<file path="config.mk">
export PLATFORM = sky130hd
export DESIGN_NAME = rf_wport_arb
export DESIGN_NICKNAME = d
export VERILOG_FILES = /design/src/rtl/rf_wport_arb.sv
export SDC_FILE = /design/constraint.sdc
export NUM_CORES = 1
export LEC_CHECK = 0
export BUFFER_PORTS_ARGS = -buffer_cell sky130_fd_sc_hd__buf_2
export CAP_MARGIN = 5
export CORE_UTILIZATION = 43
export CTS_BUF_LIST = sky130_fd_sc_hd__clkbuf_16
export CTS_CLUSTER_SIZE = 40
export DETAILED_ROUTE_END_ITERATION = 10
export PLACE_DENSITY = 0.77
export SYNTH_ARGS = -nofsm -noshare
export SYNTH_HDL_FRONTEND = slang
export SYNTH_SLANG_ARGS = --single-unit
</file>
<file path="constraint.sdc">
create_clock -name clk -period 5.6 [get_ports clk]
set_clock_uncertainty 0.05 [all_clocks]
set_input_delay 1.12 -clock clk [delete_from_list [all_inputs] [get_ports clk]]
set_output_delay 1.12 -clock clk [all_outputs]
set_load 0.05 [all_outputs]
</file>
<file path="src/rtl/rf_wport_arb.sv">
// rf_wport_arb
//
// Arbitrates the single register-file write port between the WB stage and
// the long-latency divider writeback path. Divider results wait in a
// 2-entry FIFO, and WB normally has priority. When a FIFO head has waited
// MAX_WAIT cycles, an aging counter forces a one-cycle WB hold so that the
// divider can write. A pending-register mask lets ID stall on registers
// whose divider result has not yet retired.
//
// Optional feature macro: RF_ARB_PERF_EN
//   defined   - perf_hold_cnt / perf_drop_cnt are free-running 32-bit counters
//   undefined - both ports read 0 and no counter registers exist
//
// Parameters:
//   MAX_WAIT      cycles a FIFO head may wait before WB is held (1..15)
//
// Ports:
//   clk           clock
//   resetn        synchronous active-low reset
//   wb_valid      WB stage holds a valid instruction
//   wb_rf_zip     {we, waddr[4:0], wdata[31:0]} from WB
//   wb_hold       port given to the divider this cycle; WB must not advance
//   div_valid     divider result offered
//   div_ready     FIFO can accept a result (not full)
//   div_waddr     divider destination register
//   div_wdata     divider result data
//   rf_we         register-file write enable
//   rf_waddr      register-file write address
//   rf_wdata      register-file write data
//   div_pend_vec  bit i set while a FIFO entry targets register i
//   perf_hold_cnt number of wb_hold cycles
//   perf_drop_cnt number of divider entries dropped by a WB write to the same register

module rf_wport_arb #(
  parameter int MAX_WAIT = 4
) (
  input  logic        clk,
  input  logic        resetn,
  input  logic        wb_valid,
  input  logic [37:0] wb_rf_zip,
  output logic        wb_hold,
  input  logic        div_valid,
  output logic        div_ready,
  input  logic [4:0]  div_waddr,
  input  logic [31:0] div_wdata,
  output logic        rf_we,
  output logic [4:0]  rf_waddr,
  output logic [31:0] rf_wdata,
  output logic [31:0] div_pend_vec,
  output logic [31:0] perf_hold_cnt,
  output logic [31:0] perf_drop_cnt
);

  typedef enum logic [1:0] {
    GNT_NONE,
    GNT_WB,
    GNT_DIV
  } grant_t;

  localparam logic [3:0] MAX_AGE = 4'(MAX_WAIT);

  // FIFO storage and bookkeeping. The tail slot is derived as head + count.
  logic [4:0]  slot_addr [2];
  logic [31:0] slot_data [2];
  logic        head_ptr;
  logic [1:0]  count;
  logic [3:0]  age;

  logic        wb_we;
  logic [4:0]  wb_waddr;
  logic [31:0] wb_wdata;
  logic        wb_req;

  logic        head_valid;
  logic        second_valid;
  logic        second_ptr;
  logic [4:0]  head_addr;
  logic [4:0]  second_addr;
  logic [31:0] head_data;

  grant_t      grant;

  logic        head_waw;
  logic        second_waw;
  logic        kill_head;
  logic        keep_head;
  logic        keep_second;
  logic        enq;
  logic        head_next;
  logic        tail_slot;
  logic [1:0]  count_mid;
  logic [1:0]  count_next;
  logic [3:0]  age_next;

  assign wb_we    = wb_rf_zip[37];
  assign wb_waddr = wb_rf_zip[36:32];
  assign wb_wdata = wb_rf_zip[31:0];
  assign wb_req   = wb_valid && wb_we && (wb_waddr != 5'd0);

  assign head_valid   = (count != 2'd0);
  assign second_valid = (count == 2'd2);
  assign second_ptr   = ~head_ptr;
  assign head_addr    = slot_addr[head_ptr];
  assign head_data    = slot_data[head_ptr];
  assign second_addr  = slot_addr[second_ptr];

  // Readiness comes from the registered count only, so a full FIFO never
  // accepts in the same cycle that it dequeues. It is also withheld during
  // reset because an entry accepted then would be discarded immediately.
  assign div_ready = resetn && (count != 2'd2);

  // A write to r0 is accepted so that the divider is not stalled, but it is
  // never stored.
  assign enq = div_valid && div_ready && (div_waddr != 5'd0);

  // Grant selection. An aged head wins over WB. wb_hold is raised only when
  // WB actually had a write that lost the port. The grant is suppressed
  // while reset is asserted, so the buffered entries that reset discards
  // never reach the register file.
  always_comb begin
    grant   = GNT_NONE;
    wb_hold = 1'b0;
    if (resetn) begin
      if (head_valid && (age == MAX_AGE)) begin
        grant   = GNT_DIV;
        wb_hold = wb_req;
      end else if (wb_req) begin
        grant = GNT_WB;
      end else if (head_valid) begin
        grant = GNT_DIV;
      end
    end
  end

  // Write-port mux.
  always_comb begin
    rf_we    = 1'b0;
    rf_waddr = 5'd0;
    rf_wdata = 32'd0;
    case (grant)
      GNT_WB: begin
        rf_we    = 1'b1;
        rf_waddr = wb_waddr;
        rf_wdata = wb_wdata;
      end
      GNT_DIV: begin
        rf_we    = 1'b1;
        rf_waddr = head_addr;
        rf_wdata = head_data;
      end
      default: begin
      end
    endcase
  end

  // FIFO update. Entries are first removed, either by dequeue or by being
  // overwritten by a younger WB write to the same register. The survivors
  // stay in order. Then the new entry is appended after them. If only the
  // head is removed, the head pointer advances. If only the second entry is
  // removed, the tail pulls back.
  always_comb begin
    head_waw    = (grant == GNT_WB) && head_valid && (head_addr == wb_waddr);
    second_waw  = (grant == GNT_WB) && second_valid && (second_addr == wb_waddr);
    kill_head   = (grant == GNT_DIV) || head_waw;
    keep_head   = head_valid && !kill_head;
    keep_second = second_valid && !second_waw;
    count_mid   = {1'b0, keep_head} + {1'b0, keep_second};
    head_next   = (keep_head || !keep_second) ? head_ptr : second_ptr;
    tail_slot   = head_next ^ count_mid[0];
    count_next  = count_mid + {1'b0, enq};

    // Age tracks how long the current head has waited behind WB. It
    // restarts whenever the head changes or the FIFO drains.
    age_next = age;
    if (kill_head || (count_mid == 2'd0)) begin
      age_next = 4'd0;
    end else if ((grant == GNT_WB) && (age != MAX_AGE)) begin
      age_next = age + 4'd1;
    end
  end

  // FIFO control state.
  always_ff @(posedge clk) begin
    if (!resetn) begin
      head_ptr <= 1'b0;
      count    <= 2'd0;
      age      <= 4'd0;
    end else begin
      head_ptr <= head_next;
      count    <= count_next;
      age      <= age_next;
    end
  end

  // FIFO payload. Storage is not reset because count alone marks which
  // slots are valid.
  always_ff @(posedge clk) begin
    if (enq) begin
      slot_addr[tail_slot] <= div_waddr;
      slot_data[tail_slot] <= div_wdata;
    end
  end

  // Pending mask is the OR of one-hot decodes of the valid entries.
  always_comb begin
    div_pend_vec = 32'd0;
    if (head_valid) begin
      div_pend_vec[head_addr] = 1'b1;
    end
    if (second_valid) begin
      div_pend_vec[second_addr] = 1'b1;
    end
  end

`ifdef RF_ARB_PERF_EN
  logic [1:0]  drop_inc;
  logic [31:0] hold_cnt_q;
  logic [31:0] drop_cnt_q;

  assign drop_inc = {1'b0, head_waw} + {1'b0, second_waw};

  // Free-running counters that wrap at 2^32.
  always_ff @(posedge clk) begin
    if (!resetn) begin
      hold_cnt_q <= 32'd0;
      drop_cnt_q <= 32'd0;
    end else begin
      if (wb_hold) begin
        hold_cnt_q <= hold_cnt_q + 32'd1;
      end
      drop_cnt_q <= drop_cnt_q + 32'(drop_inc);
    end
  end

  assign perf_hold_cnt = hold_cnt_q;
  assign perf_drop_cnt = drop_cnt_q;
`else
  assign perf_hold_cnt = 32'd0;
  assign perf_drop_cnt = 32'd0;
`endif

endmodule

</file>
=== After elaboration in Yosys (flattened, before gate mapping) ===
Memory sizes are Yosys's and may differ from the RTL's. A register that Yosys moved wholly into a read port is not among the register bits.
Index checks and enable logic that the tools add are counted.

* Equal/unequal tests: 8
* Add/subtract/negate cells: 3
* Muxes and demuxes: 20
* Magnitude comparators: 4
* Bitwise logic cells: 4
* Reductions and logical operators: 27

{| class="wikitable"
|+ Operators by type and width
! cell !! count
|-
| two-way mux 32 bit || 2
|-
| case mux 32 bit (2 select lines) || 1
|-
| OR 32 bit || 1
|-
| logical AND 1 bit || 15
|-
| < comparator 5 x 6 -> 1 bit (second input constant) || 2
|-
| demux 1 bit (select 5 bit) || 2
|-
| == test 5 bit || 2
|-
| greater-or-equal comparator 5 x 1 -> 1 bit (second input constant) || 2
|-
| two-way mux 1 bit || 10
|-
| case mux 5 bit (2 select lines) || 1
|-
| nonzero test 5 bit || 2
|-
| two-way mux 2 bit || 4
|-
| adder 4 x 1 -> 4 bit (second input constant) || 1
|-
| == test 2 bit (second input constant) || 2
|-
| == test 4 x 3 -> 1 bit (second input constant) || 1
|-
| inequality test 4 x 3 -> 1 bit (second input constant) || 1
|-
| OR reduction 2 bit || 2
|-
| logical NOT 1 bit || 3
|-
| logical OR 1 bit || 3
|-
| adder 1 x 1 -> 2 bit || 1
|-
| adder 2 x 1 -> 2 bit || 1
|-
| == test 2 x 1 -> 1 bit (second input constant) || 1
|-
| logical NOT 2 bit || 1
|-
| inequality test 2 bit (second input constant) || 1
|-
| 3 further kinds || 4
|}

* Bits of input ports: 79
* Memories kept: 2
* Bits in registers: 7
* Output and inout bits: 136
* Word-level logic and storage cells: 71
* Memory bits (writable): 74

{| class="wikitable"
|+ Memory list
! name !! depth !! bits a word !! rd ports !! clocked after memory_dff !! write ports !! line !! text
|-
| slot_data || 2 || 32 || 1 || 1 || 1 || 64 || <nowiki>logic [31:0] slot_data [2];</nowiki>
|-
| slot_addr || 2 || 5 || 2 || 1 || 1 || 63 || <nowiki>logic [4:0] slot_addr [2];</nowiki>
|}

=== Depth between registers and ports, before layout ===
* Depth in word-level cells: 15
* Gate-level depth with buffers: 15
* Gate-level depth less buffers: 13

=== Worst setup path after synthesis ===
Ideal clock, no wire load.

* Kind: input to register
* Start point: in wb_rf_zip[32]
* End point: mem slot_addr[1][0] (enable)
* Data arrival time: 5,301 ps
* Slack: -186 ps
* Path buffers: 2
* Cell stages on the path: 13
* Cells stage by stage: or4_1 -> o211a_1 -> a21oi_1 -> inv_1 -> ha_1 -> clkbuf_1 -> and3_1 -> clkbuf_1 -> a211o_1 -> ha_1 -> xor2_1 -> xor2_1 -> nor2b_1

* Cells in the longest elaborated chain, start to end: 14
* Elaborated cells between the ends (all ways): 23
* Classes of those cells: add/sub (1); eq/ne (4); mux (4); bitwise (1); reduce/logical (13)

{| class="wikitable"
|+ RTL lines
! what !! line !! text
|-
| start, declared || 40 || <nowiki>input logic [37:0] wb_rf_zip,</nowiki>
|-
| nonzero test 5 bit || 98 || <nowiki>assign wb_req = wb_valid && wb_we && (wb_waddr != 5'd0);</nowiki>
|-
| logical AND 1 bit || 98 ||
|-
| two-way mux 2 bit || 127 || <nowiki>end else if (wb_req) begin</nowiki>
|-
| two-way mux 2 bit || 124 || <nowiki>if (head_valid && (age == MAX_AGE)) begin</nowiki>
|-
| two-way mux 2 bit || 123 || <nowiki>if (resetn) begin</nowiki>
|-
| == test 2 x 1 -> 1 bit || 162, 163 ||
|-
| logical AND 1 bit, on equally long branches (2 in a row) || 162, 163 ||
|-
| logical OR 1 bit / logical NOT 1 bit (equally long branches) || 164, 166 ||
|-
| logical NOT 1 bit / logical AND 1 bit (equally long branches) || 165, 166 ||
|-
| logical AND 1 bit / logical NOT 1 bit (equally long branches) || 165, 168 ||
|-
| logical OR 1 bit || 168 || <nowiki>head_next = (keep_head || !keep_second) ? head_ptr : second_ptr;</nowiki>
|-
| two-way mux 1 bit || 168 ||
|-
| bitwise XOR 1 bit * || 169 || <nowiki>tail_slot = head_next ^ count_mid[0];</nowiki>
|-
| end, declared || 63 ||
|}

Every way passes the cells marked *; elsewhere a longest branch is shown, timed or not.

=== Worst setup path in the final report ===
* Start point: in wb_rf_zip[32]
* End point: out rf_waddr[2]

* Cells in the longest elaborated chain, start to end: 7
* Elaborated cells between the ends (all ways): 8
* Classes of those cells: eq/ne (2); mux (4); reduce/logical (2)

{| class="wikitable"
|+ RTL lines
! what !! line !! text
|-
| nonzero test 5 bit * || 98 ||
|-
| logical AND 1 bit * || 98 ||
|-
| two-way mux 2 bit * || 127 ||
|-
| two-way mux 2 bit * || 124 ||
|-
| two-way mux 2 bit * || 123 ||
|-
| == test 2 bit / == test 2 x 1 -> 1 bit (equally long branches) || 140 || <nowiki>case (grant)</nowiki>
|-
| case mux 5 bit (2 select lines) * || 140 ||
|-
| end, declared || 47 || <nowiki>output logic [4:0] rf_waddr,</nowiki>
|}

Marks and branches as above.

==> impl_summary.txt <==
----------------------------------------------------
[Run status]
  Outcome ... complete, no violations

[Yosys]
  Number of flip-flops and latches in the synthesized netlist ... between 80 and 90
  Avg Inst Size Synth ... about 11 sq um
  Proportion of synthesized chip area in sequential cells ... 49.8%
  Post-synthesis cell count ... between 400 and 500
  Post-synthesis instance area ... between 0.004 and 0.005 sq mm
  Yosys warnings ... 0
  Number of unique standard cell types used by synthesis ... 41

[Clock tree]
  Number of clock buffers inserted by TritonCTS ... 9
  Master cell of the clock root buffer ... sky130_fd_sc_hd__clkbuf_16
  TritonCTS clock tree ... done
  Number of resized instances in the post-cts repair step ... 0
  Number of sinks on the clock net ... between 80 and 90
  Clock transition time at the flip-flop clock pins of the worst setup and hold paths ... about 0.05 ns
  Count of H-tree levels built during CTS ... 3
  Number of buffers added to fix hold violations after cts ... 0
  Clock Path Buffers ... 2
  Number of setup buffers added after CTS ... 0
  Worst-skew pair later-pin latency ... 0.33 ns

[Global route]
  Antenna violations before repair ... 1
  Largest net degree at the start of global routing ... 43
  GRT overflow ... 0
  Global-route total usage across every layer ... 19.8%
  First-pass GRT wire length ... 17000 microns
  Vias in the first global route ... 3508

[Setup path]
  Endpoint of the most critical register-to-register path ... slot_addr[1][2]
  Arrival time of data at the critical path endpoint ... 3.45 ns
  Worst setup EP type ... output pin
  Peak fanout along the critical path ... 42
  Worst r2r path cells ... 10
  Kind of start point of the critical path ... input port
  Category of the critical setup timing path ... input port to output pin
  Critical path required time ... about 4.4 ns
  FF-to-FF setup slack ... ~1.5 ns

[STA]
  Maximum clock frequency ... between 200 and 250 MHz
  Worst slew pin tran ... 0.689 ns
  Final slew viol count ... 0
  Time the final worst path needs with I/O delays and setup ... around 4.6 ns
  Summed negative setup slack over all endpoints ... 0 ns
  Slew HR ... between 50% and 60%
  RSZ-0062 raised after global routing ... false
  Finish-stage setup viols ... 0
  Share of the clock period used by the worst path ... 82.4%
  Final hold violation count ... 0

[Die]
  Number of placed I/O pins ... 215
  Cell row count ... 38
  Y dimension of the die ... 107 microns
  Area of the die ... 0.0115 sq mm
  Die outline width ... 107 microns
  Total core area ... 0.0108 sq mm
  Starting density of the core ... 44.1%

[Pwr]
  Leakage power total ... around 2.3 nW
  Peak supply drop ... ~0.21 mV
  Pwr Density ... 278 mW/mm^2

[Finish]
  # diodes ... 0
  Fraction of layout instances using a drive strength above 1 ... 36.9%
  Area growth from synthesis to layout ... 19.4%
  Final core utilization ... 52.7%
  # nets final ... about 660

[Drt]
  Residual DRC count ... 0
  Number of violations reported at the end of detailed-routing iteration 0 ... 341
  Via/cell ratio ... 5.32
  Post-detailed-routing wire length ... 11500 microns
  Average wire per cell in the routed design ... roughly 16 microns
  Count of nets left with antenna violations after detail routing ... 0
  Drt pass-1 iters ... 4
  Vias post-DR ... about 3800

[Flow run]
  Max capacitance violation total ... 0

[Place]
  Number of buffer cells added on primary ports ... 150
  Final estimated routing congestion in global placement ... 0.873
  HPWL Detailed ... 8280 microns

[Min path]
  Worst hold path startpoint ... age[1]
  Worst hold-check path type ... flip-flop to flip-flop
  Capture endpoint of the worst hold path ... age[1]
  Hold Path Cell Cnt ... 2

----------------------------------------------------
-- cell families (layout without fill, tap and decap cells) --
family	after synthesis	after routing	share of synthesized area, %
adders and majority gates	8	8	2.25
buffers and inverters	91	177	12.4
other	1	64	0.0784
and+or+nand+nor	100	100	9.68
DFF	82	82	49.8
AOI/OAI and AO/OA	83	83	12.0
muxes	46	46	11.1
xor gates and xnor gates	14	14	2.56
-- critical path: stages --
cell and delay, ns:
sky130_fd_sc_hd__buf_2 0.13, sky130_fd_sc_hd__or4_1 0.55, sky130_fd_sc_hd__o211a_1 0.22, sky130_fd_sc_hd__a21oi_1 0.16, sky130_fd_sc_hd__inv_1 0.07, sky130_fd_sc_hd__ha_1 0.19
sky130_fd_sc_hd__buf_4 0.28, sky130_fd_sc_hd__a22oi_1 0.42, sky130_fd_sc_hd__nor2_1 0.08, sky130_fd_sc_hd__buf_2 0.22
-- Yosys cell counts --
library cell	number	share of area [%]
sky130_fd_sc_hd__inv_1	6	0.47
sky130_fd_sc_hd__o211ai_1	2	0.31
sky130_fd_sc_hd__mux2_2	35	8.2
sky130_fd_sc_hd__buf_1	3	0.24
sky130_fd_sc_hd__buf_6	1	0.24
sky130_fd_sc_hd__conb_1	1	0.078
sky130_fd_sc_hd__or4_1	2	0.31
sky130_fd_sc_hd__nor3_1	2	0.21
sky130_fd_sc_hd__o211a_1	1	0.21
sky130_fd_sc_hd__ha_1	7	1.8
sky130_fd_sc_hd__nand3b_1	2	0.31
sky130_fd_sc_hd__nand2b_1	1	0.13
sky130_fd_sc_hd__xnor2_1	9	1.6
sky130_fd_sc_hd__xor2_1	5	0.92
sky130_fd_sc_hd__o21ai_0	2	0.21
sky130_fd_sc_hd__a211oi_1	5	0.79
sky130_fd_sc_hd__fa_1	1	0.42
sky130_fd_sc_hd__dfxtp_1	8	3.3
sky130_fd_sc_hd__a211o_1	1	0.18
sky130_fd_sc_hd__nor2b_1	4	0.52
sky130_fd_sc_hd__nor4_4	1	0.44
sky130_fd_sc_hd__mux2i_1	8	1.7
sky130_fd_sc_hd__buf_2	4	0.42
sky130_fd_sc_hd__a41o_1	1	0.21
sky130_fd_sc_hd__a21oi_1	4	0.42
sky130_fd_sc_hd__mux2i_2	1	0.29
sky130_fd_sc_hd__mux2i_4	2	0.94
sky130_fd_sc_hd__nand3_1	6	0.63
sky130_fd_sc_hd__or2_2	2	0.26
sky130_fd_sc_hd__nand2_1	18	1.4
sky130_fd_sc_hd__a22oi_1	34	5.3
sky130_fd_sc_hd__nand4_1	1	0.13
sky130_fd_sc_hd__and3_1	1	0.13
sky130_fd_sc_hd__o22ai_1	32	4.2
sky130_fd_sc_hd__clkbuf_1	13	1.0
sky130_fd_sc_hd__a41oi_1	1	0.18
sky130_fd_sc_hd__and2_1	5	0.65
sky130_fd_sc_hd__nor2_1	51	4.0
sky130_fd_sc_hd__edfxtp_1	74	46
sky130_fd_sc_hd__buf_4	64	10
sky130_fd_sc_hd__or3_1	4	0.52
-- final cells by class --
type | count | area, sq um
Timing Repair Buffer | 158 | 831
Inverter | 6 | 22.5
Tap cell | 140 | 175
Clock buffer | 9 | 225
Clock inverter | 4 | 16.3
Fill cell | 952 | 5130
Multi-Input combinational cell | 315 | 2060
Sequential cell | 82 | 2380
-- worst max-delay path by stage --
stage                       to          start  slack, ns  cells after the start
6_report           rf_waddr[2]  wb_rf_zip[32]       0.98                     10
2_1_floorplan  slot_addr[0][0]  wb_rf_zip[32]      0.008                     13
5_1_grt            rf_waddr[3]  wb_rf_zip[32]       0.84                      9
3_5_place_dp       rf_waddr[0]  wb_rf_zip[32]       0.75                      8
4_1_cts            rf_waddr[0]  wb_rf_zip[32]       0.72                      8
3_3_place_gp       rf_waddr[0]  wb_rf_zip[32]       0.78                      8
-- placed cells by master, fill, tap and decap left out, types with 2 or more instances in the layout --
cell                        Yosys  final
sky130_fd_sc_hd__a211oi_1       5      5
sky130_fd_sc_hd__a21oi_1        4      4
sky130_fd_sc_hd__a22oi_1       34     34
sky130_fd_sc_hd__and2_1         5      5
sky130_fd_sc_hd__buf_2          4    150
sky130_fd_sc_hd__buf_4         64      7
sky130_fd_sc_hd__clkbuf_16      0      9
sky130_fd_sc_hd__conb_1         1     64
sky130_fd_sc_hd__dfxtp_1        8      7
sky130_fd_sc_hd__edfxtp_1      74     74
sky130_fd_sc_hd__ha_1           7      7
sky130_fd_sc_hd__inv_1          6      9
sky130_fd_sc_hd__mux2_2        35     35
sky130_fd_sc_hd__mux2i_1        8      8
sky130_fd_sc_hd__mux2i_4        2      2
sky130_fd_sc_hd__nand2_1       18     18
sky130_fd_sc_hd__nand3_1        6      6
sky130_fd_sc_hd__nand3b_1       2      2
sky130_fd_sc_hd__nor2_1        51     50
sky130_fd_sc_hd__nor2b_1        4      3
sky130_fd_sc_hd__nor3_1         2      2
sky130_fd_sc_hd__o211ai_1       2      2
sky130_fd_sc_hd__o21ai_0        2      2
sky130_fd_sc_hd__o22ai_1       32     32
sky130_fd_sc_hd__or2_2          2      2
sky130_fd_sc_hd__or3_1          4      4
sky130_fd_sc_hd__or4_1          2      2
sky130_fd_sc_hd__xnor2_1        9      9
sky130_fd_sc_hd__xor2_1         5      5
-- sequential cells by signal (all words and copies together), names as in the netlist, named ones only --
signal	count
head_ptr	1
slot_data	64
age	4
slot_addr	10
count	2
-- per-layer routing --
layer	vias to the layer above	wire [microns]	track usage (%)
met3	39	821	4.42
met1	1796	4430	21.2
li1	1736	-	-
met4	2	505	12.9
met2	225	5720	35.1
met5	-	12	0
-- power by group --
group,leakage (nW),total (mW),internal (mW),switching (mW)
combinational,1.46,0.370,0.0986,0.272
clock,0.131,0.490,0.286,0.203
sequential,0.744,0.729,0.715,0.0144
-- per-stage QoR --
step | hold slack [ns] | cell area, sq um | power (mW) | setup WS (ns) | std cells
finish | 0.527 | 5710 | 1.59 | 0.984 | 714
global route | 0.579 | 5710 | 1.65 | 0.835 | 714
CTS | 0.524 | 5680 | 1.59 | 0.718 | 713
detailed placement | 0.516 | 5440 | 1.10 | 0.753 | 700
global placement | 0.472 | 5440 | 1.09 | 0.783 | 700
floorplan | 0.453 | 5020 | 1.05 | 0.00754 | 488
(Power assumes the default switching activity.)
